===== config.mk =====
export PLATFORM = sky130hd
export DESIGN_NAME = mem_arbiter
export DESIGN_NICKNAME = d
export VERILOG_FILES = /design/src/rtl/mem_arbiter.sv
export SDC_FILE = /design/constraint.sdc
export NUM_CORES = 1
export LEC_CHECK = 0
export ABC_CLOCK_PERIOD_IN_PS = 1950
export CAP_MARGIN = 20
export CORE_AREA = 8 8 133 135
export DETAILED_ROUTE_END_ITERATION = 8
export DIE_AREA = 0 0 141 143
export GPL_TIMING_DRIVEN = 0
export PLACE_DENSITY = 0.79
export SLEW_MARGIN = 20
export SYNTH_ARGS = -nofsm -noshare
export SYNTH_HDL_FRONTEND = slang
export SYNTH_SLANG_ARGS = --single-unit

===== constraint.sdc =====
create_clock -name CLK -period 1.95 [get_ports CLK]
set_input_delay 0.39 -clock CLK [delete_from_list [all_inputs] [get_ports CLK]]
set_output_delay 0.39 -clock CLK [all_outputs]
set_load 0.01 [all_outputs]

===== src/rtl/mem_arbiter.sv =====
// Round-robin arbiter sharing one memory port between I- and D-cache.
// Serialises transfers, routes responses back, aborts hung transfers.
module mem_arbiter #(
  parameter int              AW       = 32,
  parameter int              DW       = 32,
  parameter int              TIMEOUT  = 64,
  parameter logic [DW-1:0]   ERR_DATA = 32'hDEADBEEF
) (
  input  logic          CLK,
  input  logic          Reset,
  input  logic          iReq,
  input  logic [AW-1:0] iAddr,
  input  logic          iWE,
  input  logic [DW-1:0] iWD,
  output logic          iReady,
  output logic [DW-1:0] iRD,
  input  logic          dReq,
  input  logic [AW-1:0] dAddr,
  input  logic          dWE,
  input  logic [DW-1:0] dWD,
  output logic          dReady,
  output logic [DW-1:0] dRD,
  output logic          MReq,
  output logic [AW-1:0] MAddr,
  output logic          MWE,
  output logic [DW-1:0] MWD,
  input  logic          MReady,
  input  logic [DW-1:0] MRD,
  output logic          busy,
  output logic [1:0]    grant,
  output logic          err
);

  localparam int TW = $clog2(TIMEOUT);
  localparam logic [TW-1:0] TLAST = TW'(TIMEOUT - 1);

  typedef enum logic [1:0] {
    S_IDLE,
    S_BUSY_I,
    S_BUSY_D,
    S_REL
  } state_t;

  state_t        r_state;
  state_t        w_state_n;

  // r_last: 1 = D-cache was served last
  logic          r_last;
  logic [TW-1:0] r_timer;
  logic          r_mreq;
  logic [AW-1:0] r_maddr;
  logic          r_mwe;
  logic [DW-1:0] r_mwd;
  logic [1:0]    r_grant;
  logic          r_err;
  logic          r_irdy;
  logic          r_drdy;
  logic [DW-1:0] r_ird;
  logic [DW-1:0] r_drd;

  logic          w_last_n;
  logic [TW-1:0] w_timer_n;
  logic          w_mreq_n;
  logic [AW-1:0] w_maddr_n;
  logic          w_mwe_n;
  logic [DW-1:0] w_mwd_n;
  logic [1:0]    w_grant_n;
  logic          w_err_n;
  logic          w_irdy_n;
  logic          w_drdy_n;
  logic [DW-1:0] w_ird_n;
  logic [DW-1:0] w_drd_n;
  logic          w_pick_i;
  logic          w_pick_d;
  logic          w_tmo;
  logic [DW-1:0] w_rdata;

  always_ff @(posedge CLK or negedge Reset) begin
    if (!Reset) begin
      r_state <= S_IDLE;
    end else begin
      r_state <= w_state_n;
    end
  end

  always_ff @(posedge CLK or negedge Reset) begin
    if (!Reset) begin
      r_last  <= 1'b1;
      r_timer <= '0;
      r_mreq  <= 1'b0;
      r_maddr <= '0;
      r_mwe   <= 1'b0;
      r_mwd   <= '0;
      r_grant <= 2'b00;
      r_err   <= 1'b0;
      r_irdy  <= 1'b0;
      r_drdy  <= 1'b0;
      r_ird   <= '0;
      r_drd   <= '0;
    end else begin
      r_last  <= w_last_n;
      r_timer <= w_timer_n;
      r_mreq  <= w_mreq_n;
      r_maddr <= w_maddr_n;
      r_mwe   <= w_mwe_n;
      r_mwd   <= w_mwd_n;
      r_grant <= w_grant_n;
      r_err   <= w_err_n;
      r_irdy  <= w_irdy_n;
      r_drdy  <= w_drdy_n;
      r_ird   <= w_ird_n;
      r_drd   <= w_drd_n;
    end
  end

  always_comb begin
    w_state_n = r_state;
    w_last_n  = r_last;
    w_timer_n = r_timer;
    w_mreq_n  = r_mreq;
    w_maddr_n = r_maddr;
    w_mwe_n   = r_mwe;
    w_mwd_n   = r_mwd;
    w_grant_n = r_grant;
    w_err_n   = r_err;
    w_irdy_n  = 1'b0;
    w_drdy_n  = 1'b0;
    w_ird_n   = r_ird;
    w_drd_n   = r_drd;
    w_pick_i  = iReq & (~dReq | r_last);
    w_pick_d  = dReq & (~iReq | ~r_last);
    w_tmo     = (r_timer == TLAST);
    w_rdata   = MReady ? MRD : ERR_DATA;

    unique case (r_state)
      S_IDLE: begin
        unique case (1'b1)
          w_pick_i: begin
            w_state_n = S_BUSY_I;
            w_maddr_n = iAddr;
            w_mwe_n   = iWE;
            w_mwd_n   = iWD;
            w_mreq_n  = 1'b1;
            w_grant_n = 2'b01;
            w_timer_n = '0;
          end
          w_pick_d: begin
            w_state_n = S_BUSY_D;
            w_maddr_n = dAddr;
            w_mwe_n   = dWE;
            w_mwd_n   = dWD;
            w_mreq_n  = 1'b1;
            w_grant_n = 2'b10;
            w_timer_n = '0;
          end
          default: ;
        endcase
      end
      S_BUSY_I, S_BUSY_D: begin
        if (MReady || w_tmo) begin
          w_state_n = S_REL;
          w_mreq_n  = 1'b0;
          w_grant_n = 2'b00;
          if (!MReady) begin
            w_err_n = 1'b1;
          end
          if (r_state == S_BUSY_I) begin
            w_last_n = 1'b0;
            w_ird_n  = w_rdata;
            w_irdy_n = 1'b1;
          end else begin
            w_last_n = 1'b1;
            w_drd_n  = w_rdata;
            w_drdy_n = 1'b1;
          end
        end else begin
          w_timer_n = r_timer + TW'(1);
        end
      end
      // one dead cycle so the finishing client's Req is not re-granted
      S_REL: begin
        w_state_n = S_IDLE;
      end
      default: begin
        w_state_n = S_IDLE;
      end
    endcase
  end

  assign MReq   = r_mreq;
  assign MAddr  = r_maddr;
  assign MWE    = r_mwe;
  assign MWD    = r_mwd;
  assign grant  = r_grant;
  assign err    = r_err;
  assign iReady = r_irdy;
  assign dReady = r_drdy;
  assign iRD    = r_ird;
  assign dRD    = r_drd;
  assign busy   = (r_state != S_IDLE);

endmodule


After elaboration in Yosys (flattened, before gate mapping) --
Cells that the tools add are included.
Word-level totals: flip-flop bits (word level) 144, input bits 167, output and inout bits 136, word-level logic and storage cells 68
Operators by class: $add $sub $neg 1, equal/unequal tests 8, multiplexer cells 21, bitwise logic cells 9, reduce and logical (&&, ||, !) cells 16
Operators by type and width (count):
- one-hot mux 32 bit (2 select lines) | 2
- two-way mux 32 bit | 1
- AND reduction 3 bit | 6
- two-way mux 6 bit | 2
- one-hot mux 6 bit (2 select lines) | 1
- two-way mux 1 bit | 8
- one-hot mux 2 bit (2 select lines) | 2
- adder 6 x 1 -> 6 bit, second input constant | 1
- == test 6 bit, second input constant | 1
- != test 2 bit, second input constant | 3
- one-hot mux 2 bit (3 select lines) | 1
- AND reduction 2 bit | 3
- nonzero test 2 bit | 3
- inverter 1 bit | 5
- == test 2 bit, second input constant | 2
- two-way mux 2 bit | 2
- one-hot mux 1 bit (2 select lines) | 2
- OR reduction 2 bit | 2
- != test 3 bit, second input constant | 1
- AND 1 bit | 2
- == test 2 x 1 -> 1 bit, second input constant | 1
- logical NOT 2 bit | 1
- OR 1 bit | 2
- logical OR 1 bit | 1

Logic depth before layout (Yosys ltp) --
word-level depth 6, mapped depth 8, mapped depth without buffers 6

Least setup slack after synthesis --
Ideal clock, no wire load.
path kind reg2reg, start point register r_state[0], end point register r_drd[15] (netlist: dRD[15]), arrival time 1.614 ns, slack 0.271 ns, stages on the path, launching flop included 8, buffers on the path 2, clock period less this slack 1.679 ns, path through dfrtp_1 inv_1 ha_1 buf_4 and2b_1 nand2_1 clkbuf_1 o22a_1
Between the ends: word-level cells in the longest chain between the ends 3, elaborated cells between the ends (all ways) 5
RTL lines:
- start: declaration | RTL line 44 | state_t r_state;
- start signal: assignment | RTL line 82 | r_state <= w_state_n;
- == test 2 x 1 -> 1 bit / == test 2 bit (equally long branches) | RTL line 135, 167
- OR reduction 2 bit / inverter 1 bit (equally long branches)
- AND reduction 3 bit (no line) *
- end signal: assignment | RTL line 112 | r_drd <= w_drd_n;
- end: declaration | RTL line 59 | logic [DW-1:0] r_drd;
Every way passes the cells marked *; elsewhere a longest branch is shown, timed or not. A chain may end at the register's enable or synchronous reset.

Final worst setup path --
start point register r_state[1], end point output port busy
Between the ends: word-level cells in the longest chain between the ends 1
RTL lines:
- nonzero test 2 bit | RTL line 200 | assign busy = (r_state != S_IDLE);
- end: declaration | RTL line 29 | output logic busy,
No other way between the ends.

==> results.py <==
metrics = {
    "critical_path": {
        "endpoint_kind": "output port",
        "crit_path_top_delay_cell": "dfrtp_1",
        "worstPathRequired_ns": 1.56,
        "critPathMaxFanout": 5,
        "crit_path_cell_trace": "inv_1 > ha_4 > inv_1 > dlygate4sd2_1",
        "cp_top_family": "buffers and inverters",
        "cp-start-kind": "flop",
        "cp_data_arrival_time_ns": 1.47,
        "critPathBufInv": 3,
        "slowest_delay_ns": 0.36,
        "crit_top_cell": "inv_1",
        "critPathKind": "reg -> out",
    },
    "sta": {
        "tns_ns": 0,
        "slew_viol_final": 0,
        "worst_pin_slew_ns": 0.685,
        "final_period_minus_worst_setup_slack_ns": 1.86,
        "setup_viol": 0,
        "period_share_pct": 95.5,
        "maxSlewHeadroom_pct": 54.1,
        "finalHoldViolCount": 0,
        "timing.fmax_mhz": 537,
        "fin_worst_skew_ns": 0.00762,
    },
    "final_layout": {
        "post-route-util_pct": 64.9,
        "fin_area_sq_um": 10100,
        "fill_cells": 1200,
        "n_antenna_cell": 0,
        "drive_above_1_share_pct": 11.7,
        "nNetsFinal": 1003,
        "instances_no_fill": 1061,
        "syn_to_final_growth_pct": 65.2,
    },
    "clock_tree": {
        "cts-root-buf": "clkbuf_16",
        "cts_made_buffers": 17,
        "clock_path_buffers": 2,
        "clock_latency_ns": 0.41,
        "clk_pin_slew_worst_paths_ns": 0.06,
        "clkSinkCount": 144,
        "cts_tree": "done",
        "cts-htree-levels": 4,
    },
    "detailed_routing": {
        "wl_per_cell_microns": 19.7,
        "ant_nets": 0,
        "drt_iter0_drc": 218,
        "drt-total-wl_microns": 20900,
        "vias_per_cell": 5.02,
        "via_count": 5330,
        "drc": 0,
        "firstDrtPassIters": 4,
    },
    "logic_synthesis": {
        "synth_edf_count": 0,
        "synth-seq-cells": 144,
        "yosysSeqAreaShare_pct": 58.8,
        "syn_nets": 678,
        "post-synth-top-area-cell": "dfrtp_1",
        "ys_top_cells_by_count": "dfrtp_1, nand2_1, o21ai_0",
        "synthFlopType": "dfrtp_1",
        "synth.top_cell.area_share_pct": 58.4,
        "ys_async_sr_fraction_pct": 100,
        "syn_area_sq_um": 6130,
        "yosys_warnings": 0,
        "synth.distinct_cells": 43,
        "synth_area_per_cell_sq_um": 12.1,
        "yosysMostFrequentCell": "dfrtp_1",
        "syn_inst": 507,
        "synthTopCellsByArea": "dfrtp_1, mux2i_1, o21ai_0",
    },
    "placed_design": {
        "place.gp.congestion": 0.846,
        "hpwl_microns": 16800,
        "io_buffers": 302,
        "placed_area_sq_um": 9450,
        "dp.cells": 1026,
    },
    "power_and_ir_drop": {
        "leakagePower_nw": 4.29,
        "irDropWorstVdd_v": 0.000710,
        "p_total_w": 0.0163,
        "power_density_nw_per_um2": 1610,
    },
    "global_route": {
        "grt_max_degree": 94,
        "grt.total_usage_pct": 20.9,
        "first_global_vias": 5976,
        "antenna_found_initial": 0,
        "grt_overflow": 0,
        "grt_pass1_wl_microns": 32800,
    },
    "run": {
        "cap_violations": 0,
    },
    "run_status": {
        "outcome": "complete, no violations",
    },
    "floorplan": {
        "io_pins": 303,
        "core-area_sq_um": 15600,
        "die_w_microns": 141,
        "rows": 46,
        "initial_utilization_pct": 39.3,
        "die_area_sq_um": 20200,
        "die_h_microns": 143,
    },
    "min_path": {
        "hp-class": "reg -> reg",
    },
}
flip-flops by register name, indices dropped and copies added, names as in the netlist:
signal   flops
MReq         1
iReady       1
MAddr       32
iRD         32
r_last       1
MWD         32
grant        2
MWE          1
dReady       1
err          1
r_state      2
r_timer      6
dRD         32
path summary, 6_finish.rpt:
path | startpoint | to | slack (ns) | cells past startpoint
min in group asynchronous | Reset | dRD[22] | 0.48 | 2
worst min register to register | err | err | 0.46 | 1
worst max register to register | r_state[0] | r_timer[2] | 0.10 | 7
worst min-delay path | err | err | 0.46 | 1
max in group asynchronous | Reset | MAddr[5] | 0.66 | 3
worst max-delay path | r_state[1] | busy | 0.09 | 4
layout by cell type, fill, tap and decap left out, drive strengths merged, types with 3 or more instances in the layout:
cell type        n
clkdlybuf4s50  300
dfrtp          143
nand2           73
o21ai           71
mux2i           68
o22a            46
clkbuf          30
buf             26
a22o            18
inv              9
nor2             7
nand3            6
clkinv           6
a21oi            5
a21o             5
ha               4
bufinv           3
worst reg2reg max path, stage by stage (launching register included):
cell	delay, ns
dfrtp_1	0.39
inv_2	0.07
ha_4	0.25
buf_4	0.16
and2b_1	0.17
o21ai_0	0.14
a21o_1	0.25
a211o_1	0.31
through the flow:
step                      hold slack (ns)  worst slack (ns)
after floorplan                    0.0944             0.271
after global routing                0.484          -0.00516
after detailed placement            0.328            -0.517
after CTS                           0.460           0.00653
after global placement              0.450             -4.92
final                               0.455            0.0875
routing by layer:
layer	track usage (%)	wire length (microns)
met3	8.48	1900
met5	0	0
met2	36.4	10400
met4	7.75	421
met1	22.5	8180
logic make-up after synthesis:
kind of cell,after synthesis,synth area share (%)
flip-flops,144,58.8
buffers and inverters,40,4.17
adder cells (fa/ha/maj),4,0.817
AO/OA/AOI/OAI,155,18.0
multiplexers,69,11.3
AND/OR/NAND/NOR,95,6.86
what timing repair did:
item | 4_1_cts | 5_1_grt
endpoints found under the setup margin | 77 | 48
buffers inserted | 0 | 2
resized for setup | 4 | 11
pin swaps | 0 | 1
hold endpoints to repair | 50 | 0
hold buffers | 1 | 0
final cells by class:
type,count,area (sq um),share of cell area [%]
Sequential cell,144,3600,35.6
Timing Repair Buffer,306,3080,30.4
Multi-Input combinational cell,323,2290,22.6
Clock buffer,20,457,4.51
Tap cell,216,270,2.67
Buffer,32,226,2.24
Clock inverter,12,159,1.57
Inverter,8,35.0,0.346
where the power goes:
group	leakage, nW	switching [W]	internal, W
logic	2.26	0.00351	0.00421
registers	1.73	0.000854	0.00444
clock network	0.297	0.00125	0.00209
Note: power is estimated with default switching activity, not from simulation.
